<file path="src/rtl/pipeline_ctrl.sv">
// rtl/pipeline_ctrl.sv - RV32I 5-stage hazard, flush, forwarding and dmem-wait controller
// Optional feature macro: PERF_CNT_EN (performance counters for mem stall, load-use stall, flush)
module pipeline_ctrl #(
  parameter int MEM_TIMEOUT = 16,
  parameter int TO_W        = 5,
  parameter int CNT_W       = 32
) (
  input  logic             clk,
  input  logic             rst_n,
  input  logic [4:0]       rs1_d,
  input  logic [4:0]       rs2_d,
  input  logic [4:0]       rs1_e,
  input  logic [4:0]       rs2_e,
  input  logic [4:0]       rd_e,
  input  logic [4:0]       rd_m,
  input  logic [4:0]       rd_w,
  input  logic             load_e,
  input  logic             RegWrite_m,
  input  logic             RegWrite_w,
  input  logic             PCSrc_e,
  input  logic             mem_access_m,
  input  logic             dmem_ready,
  output logic             dmem_req,
  output logic [1:0]       forward_a_e,
  output logic [1:0]       forward_b_e,
  output logic             stall_f,
  output logic             en_fd,
  output logic             en_de,
  output logic             en_em,
  output logic             en_mw,
  output logic             clr_fd,
  output logic             clr_de,
  output logic             clr_em,
  output logic             clr_mw,
  output logic             halted,
  output logic [CNT_W-1:0] cnt_mem_stall,
  output logic [CNT_W-1:0] cnt_lu_stall,
  output logic [CNT_W-1:0] cnt_flush
);

  typedef enum logic [1:0] {IDLE, WAIT, HALT} state_t;

  state_t          state;
  logic [TO_W-1:0] to_cnt;

  logic in_halt;
  logic mem_stall;
  logic lu_hazard;
  logic do_flush;
  logic do_lu;

  // Hazard classification in priority order: halt, memory stall, flush, load-use
  always_comb begin
    in_halt   = (state == HALT);
    mem_stall = mem_access_m & ~dmem_ready & ~in_halt;
    lu_hazard = load_e & (rd_e != 5'd0) & ((rd_e == rs1_d) | (rd_e == rs2_d));
    do_flush  = ~in_halt & ~mem_stall & PCSrc_e;
    do_lu     = ~in_halt & ~mem_stall & ~PCSrc_e & lu_hazard;
  end

  // Pipeline register enables/clears and PC stall; reset holds the pipe in its free-running form
  always_comb begin
    en_fd    = 1'b1;
    en_de    = 1'b1;
    en_em    = 1'b1;
    en_mw    = 1'b1;
    clr_fd   = 1'b0;
    clr_de   = 1'b0;
    clr_em   = 1'b0;
    clr_mw   = 1'b0;
    stall_f  = 1'b0;
    dmem_req = 1'b0;
    if (rst_n) begin
      dmem_req = mem_access_m & ~in_halt;
      if (in_halt || mem_stall) begin
        en_fd   = 1'b0;
        en_de   = 1'b0;
        en_em   = 1'b0;
        en_mw   = 1'b0;
        stall_f = 1'b1;
      end else if (do_flush) begin
        clr_fd = 1'b1;
        clr_de = 1'b1;
      end else if (do_lu) begin
        stall_f = 1'b1;
        en_fd   = 1'b0;
        clr_de  = 1'b1;
      end
    end
  end

  // E-stage operand forwarding; the younger M result wins over W
  always_comb begin
    forward_a_e = 2'b00;
    forward_b_e = 2'b00;
    if (rst_n) begin
      if (RegWrite_m && rd_m != 5'd0 && rd_m == rs1_e)      forward_a_e = 2'b10;
      else if (RegWrite_w && rd_w != 5'd0 && rd_w == rs1_e) forward_a_e = 2'b01;
      if (RegWrite_m && rd_m != 5'd0 && rd_m == rs2_e)      forward_b_e = 2'b10;
      else if (RegWrite_w && rd_w != 5'd0 && rd_w == rs2_e) forward_b_e = 2'b01;
    end
  end

  // Data-memory wait FSM; to_cnt counts stalled cycles so the 17th unanswered cycle halts
  always_ff @(posedge clk) begin
    if (!rst_n) begin
      state  <= IDLE;
      to_cnt <= '0;
      halted <= 1'b0;
    end else begin
      case (state)
        IDLE: begin
          if (mem_stall) begin
            state  <= WAIT;
            to_cnt <= TO_W'(1);
          end
        end
        WAIT: begin
          if (dmem_ready) begin
            state  <= IDLE;
            to_cnt <= '0;
          end else if (to_cnt == TO_W'(MEM_TIMEOUT)) begin
            state  <= HALT;
            halted <= 1'b1;
          end else begin
            to_cnt <= to_cnt + TO_W'(1);
          end
        end
        HALT: begin
          halted <= 1'b1;
        end
        default: begin
          state  <= IDLE;
          to_cnt <= '0;
        end
      endcase
    end
  end

`ifdef PERF_CNT_EN
  // Performance counters; halt implies no stall/flush/load-use events so they freeze there
  always_ff @(posedge clk) begin
    if (!rst_n) begin
      cnt_mem_stall <= '0;
      cnt_lu_stall  <= '0;
      cnt_flush     <= '0;
    end else begin
      if (mem_stall) cnt_mem_stall <= cnt_mem_stall + CNT_W'(1);
      if (do_lu)     cnt_lu_stall  <= cnt_lu_stall + CNT_W'(1);
      if (do_flush)  cnt_flush     <= cnt_flush + CNT_W'(1);
    end
  end
`else
  // Counters not built: outputs tied off
  always_comb begin
    cnt_mem_stall = '0;
    cnt_lu_stall  = '0;
    cnt_flush     = '0;
  end
`endif

endmodule

</file>
<file path="config.mk">
export PLATFORM = sky130hd
export DESIGN_NAME = pipeline_ctrl
export DESIGN_NICKNAME = d
export VERILOG_FILES = /design/src/rtl/pipeline_ctrl.sv
export SDC_FILE = /design/constraint.sdc
export NUM_CORES = 1
export LEC_CHECK = 0
export CORE_UTILIZATION = 34
export CTS_CLUSTER_DIAMETER = 30
export DETAILED_ROUTE_END_ITERATION = 16
export PLACE_DENSITY = 0.85
export SKIP_CTS_REPAIR_TIMING = 1
export SLEW_MARGIN = 20
export SYNTH_ARGS = -nofsm -noshare
export SYNTH_HDL_FRONTEND = slang
export SYNTH_SLANG_ARGS = --single-unit
</file>
<file path="constraint.sdc">
create_clock -name clk -period 3 [get_ports clk]
set_input_delay 0.6 -clock clk [delete_from_list [all_inputs] [get_ports clk]]
set_output_delay 0.6 -clock clk [all_outputs]
set_load 0.01 [all_outputs]
</file>
After elaboration in Yosys (flattened, before gate mapping):

Index checks and enable logic that the tools add are counted.

* bits in registers: 8
* input port bits: 43
* output and inout bits: 111
* word-level logic and storage cells: 81

* add/sub/neg operators: 1
* equality and inequality tests: 14
* muxes and demuxes: 34
* bitwise logic cells: 14
* reductions and logical operators: 15

Operators with widths (number)
* 5-bit == test: 6
* 1-bit 2-to-1 mux: 21
* 5-bit 2-to-1 mux: 3
* 5-bit case mux with 3 select lines: 1
* 5-bit nonzero test: 3
* 2-bit 2-to-1 mux: 7
* 1-bit AND: 9
* 3-bit AND reduction: 3
* 1-bit logical AND: 6
* 2-bit inequality test, second input constant: 3
* 3-bit inequality test, second input constant: 2
* 2-bit case mux with 3 select lines: 1
* 5-bit by 1-bit adder with 5-bit output, second input constant: 1
* 5-bit == test, second input constant: 1
* 1-bit inverter: 4
* 2-bit by 1-bit == test with 1-bit output, second input constant: 1
* 2-bit == test, second input constant: 1
* 2-bit logical NOT: 1
* 1-bit case mux with 2 select lines: 1
* 2-bit nonzero test: 1
* 1-bit logical OR: 1
* 1-bit OR: 1

Depth between registers and ports, before layout:

* depth in word-level cells: 11
* depth in mapped cells: 6
* depth with buffers taken out: 6

Worst setup path before layout:

OpenSTA, ideal clock, no wires.

* path kind: input to output
* start point: input port rd_m[1]
* end point: output port forward_a_e[0]
* arrival: 1.701 ns
* required time: 2.400 ns
* path slack: 0.699 ns
* cell stages on the path: 4
* path buffers: 0
* path through: or4_1 -> o21ai_2 -> nor4_1 -> nor4_2

* word-level cells in the longest chain between the ends: 5
* elaborated cells between the ends (all ways): 6
* classes of those cells: eq/ne: 1; mux: 2; reduce/logical: 3

RTL lines
* from (decl): RTL line 15 `input logic [4:0] rd_m,`
* 5-bit nonzero test: RTL line 97 `if (RegWrite_m && rd_m != 5'd0 && rd_m == rs1_e) forward_a_e = 2'b10;`
* 1-bit logical AND: RTL line 97
* 1-bit logical AND (*): RTL line 97
* 2-bit 2-to-1 mux (*): RTL line 97
* 2-bit 2-to-1 mux (*): RTL line 96 `if (rst_n) begin`
* to (decl): RTL line 24 `output logic [1:0] forward_a_e,`

Every way passes the cells marked *; elsewhere a longest branch is shown, timed or not.

Final worst setup path:

* start point: input port rd_w[1]
* end point: output port forward_b_e[0]

* word-level cells in the longest chain between the ends: 6
* elaborated cells between the ends (all ways): 7
* classes of those cells: eq/ne: 1; mux: 3; reduce/logical: 3

RTL lines
* from (decl): RTL line 16 `input logic [4:0] rd_w,`
* 5-bit nonzero test: RTL line 100 `else if (RegWrite_w && rd_w != 5'd0 && rd_w == rs2_e) forward_b_e = 2'b01;`
* 1-bit logical AND: RTL line 100
* 1-bit logical AND (*): RTL line 100
* 1-bit 2-to-1 mux (*): RTL line 100
* 2-bit 2-to-1 mux (*): RTL line 99 `if (RegWrite_m && rd_m != 5'd0 && rd_m == rs2_e) forward_b_e = 2'b10;`
* 2-bit 2-to-1 mux (*): RTL line 96
* to (decl): RTL line 25 `output logic [1:0] forward_b_e,`

Marked as above.

==> metrics.yaml <==
status:
  outcome: "finished with violations"
  violations: "design-rule violations"
finish:
  multiInputGateArea_mm2: 0.00114
  final_cell_mix: "conb_1 (98), clkdlybuf4s50_1 (46), xor2_1 (24), buf_4 (19), dfxtp_1 (8)"
  fillerInstances: 470
  nets: 331
  utilization_pct: 45.4
  regArea_um2: 160
  diodes: 0
  final_common_cell: "conb_1"
  areaGrowthSynthToFinish_pct: 29.1
  final_layout_size_suffix_gt1_share_pct: 14.1
sta:
  period_share_pct: 99.0
  final-setup-viol-count: 0
  maxSlewViolCount: 0
  rsz0062_at_grt: "true"
  max_freq_mhz: 337
  finalHoldViolations: 0
  fin_setup_tns_ns: 0
  finalCriticalPeriod_ns: 2.97
  fin_ws_ns: 0.0286
  skew_ns: 0.00313
flow_run:
  maxCapViolations: 0
clock_network:
  cts_sinks: 8
  tritoncts: "built"
  cts_root_buffer: "clkbuf_8"
  cts_buffers: 3
  h-tree-depth: 1
  clk_pin_slew_ns: 0.04
  cts_buffer_depth: 2
  clock_latency_ns: 0.23
synthesis:
  ys_ff_latch: 8
  ys_warn_count: 0
  netlist_area_mm2: 0.00166
  postSynthAreaPerCell_um2: 7.84
  ys_seq_area_share_pct: 9.64
  ys_types: 40
  synthCells: 212
routing:
  drcViolationCount: 2
  dr_total_vias: 1346
  wire_per_inst_um: 9.99
  drtAntennaViolNets: 0
  dr.pass1.iters: 10
  routed_wl_mm: 3.51
  drt-initial-drc-count: 30
  via_per_inst: 3.83
worst_setup_path:
  crit_type: "input pin to output port"
  cp-start-kind: "input pin"
  r2r_cells: 6
  crit_arrival_ns: 2.37
  r2r_end: "to_cnt[0]"
  cp.required_ns: 2.40
  worst-r2r-setup-slack_ns: 1.31
  worstReg2RegStart: "to_cnt[0]"
  cp-end-kind: "output port"
  path_max_fanout: 3
placed_design:
  gp_congestion: 0.787
  portBuffers: 55
  place_ws_ns: -0.325
  dp_hpwl_mm: 2.91
power_and_ir_drop:
  peakVddDrop_mv: 0.140
  p_leak_uw: 0.00106
  p_per_area_mw_per_mm2: 223
  total_power_uw: 480
global_route:
  antenna_found_initial: 0
  grt_pass1_wl_mm: 5.12
  grt-ovfl-total: 0
  grt_start_max_net_pins: 13
  grt_pass1_vias: 1169
  grt_usage_pct: 12.4
floorplanning:
  fp.dieArea_mm2: 0.00517
  die_w_um: 71.9
  start_util_pct: 35.2
  ios: 154
  core_mm2: 0.00472
  rows: 25
  fp.dieH_um: 71.9
hold_path:
  min_to: "halted"
  hold_depth: 1
  hp-start: "halted"
  min_path_type: "flip-flop to flip-flop"
-- flip-flops by register name, summed over array words and instances, names as in the netlist --
signal / cells
halted: 1
to_cnt: 5
state: 2
-- routing by layer --
| metal | vias to the layer above | GRT usage, % | part of all wire, % |
|---|---|---|---|
| met5 | - | 0 | 0 |
| met4 | 0 | 3.27 | 2.7 |
| met3 | 8 | 2.22 | 7.4 |
| met2 | 94 | 25.6 | 56 |
| met1 | 601 | 12.5 | 34 |
| li1 | 643 | - | - |
-- report_power, final --
| group | switching [uW] | leakage, uW | internal (uW) |
|---|---|---|---|
| clock network | 41.2 | 0.0000216 | 86.8 |
| registers | 3.35 | 0.0000648 | 109 |
| logic | 131 | 0.000974 | 108 |
| total | 176 | 0.00106 | 303 |
-- logic make-up after synthesis --
kind of cell / count (synthesis) / share of synthesized area (%)
compound gates: 20 / 8.36
xor+xnor: 30 / 15.8
fa+ha+maj: 2 / 1.51
buf+inv: 106 / 47.0
flops: 8 / 9.64
mux: 2 / 1.28
other cells: 1 / 0.226
simple gates: 43 / 16.2
-- synthesized netlist by cell type --
cell,count,area (um^2)
a21boi_1,1,7.51
a21oi_1,3,15.0
a22oi_1,1,7.51
and2_1,1,6.26
and2_2,2,15.0
and3_1,1,6.26
buf_4,100,751
buf_6,1,11.3
clkbuf_1,1,3.75
conb_1,1,3.75
dfxtp_1,8,160
ha_1,2,25.0
inv_1,4,15.0
mux2_1,1,11.3
mux2i_1,1,10.0
nand2_1,6,22.5
nand2b_1,2,12.5
nand3_1,6,30.0
nand4bb_1,1,11.3
nor2_1,5,18.8
nor2b_1,1,6.26
nor3_1,2,10.0
nor3b_2,1,12.5
nor4_1,2,12.5
nor4_2,2,25.0
o211ai_1,2,15.0
o21a_1,1,7.51
o21ai_0,7,35.0
o21ai_2,1,8.76
o22ai_1,1,6.26
o22ai_4,1,20.0
o31a_1,1,8.76
o31ai_1,1,7.51
or2_2,1,6.26
or3_1,3,18.8
or3b_1,1,8.76
or3b_2,1,8.76
or4_1,5,37.5
xnor2_1,6,52.6
xor2_1,24,210
-- worst max-delay path by stage --
stage / startpoint / to / slack [ns] / depth (start not counted)
5_1_grt: rd_w[1] / forward_b_e[0] / -0.08 / 6
6_report: rd_w[1] / forward_b_e[0] / 0.03 / 6
3_3_place_gp: rd_m[1] / forward_a_e[0] / -0.32 / 6
3_5_place_dp: rd_m[1] / forward_a_e[0] / -0.32 / 6
4_1_cts: rd_m[1] / forward_a_e[0] / -0.34 / 6
2_1_floorplan: rd_m[1] / forward_a_e[0] / 0.70 / 4
-- area by class of cell --
class / instances / share of cell area, %
Inverter: 4 / 0.700
Multi-Input combinational cell: 195 / 53.4
Tap cell: 67 / 3.91
Sequential cell: 8 / 7.46
Clock buffer: 3 / 1.92
Timing Repair Buffer: 74 / 32.7
-- stage by stage --
stage	hold WS, ns	std cells	area (um^2)
detailed placement	0.458	347	2030
floorplan	0.458	309	2030
CTS	0.467	350	2070
global placement	0.453	347	2030
global route	0.487	351	2150
finish	0.464	351	2150
-- critical path, stage by stage --
cell and delay [ns]:
clkdlybuf4s50_1 0.53, or4_1 0.13, o211ai_1 0.09, or4_1 0.57
nor4_2 0.28, buf_2 0.17
Power figures use the tool's default switching activity.
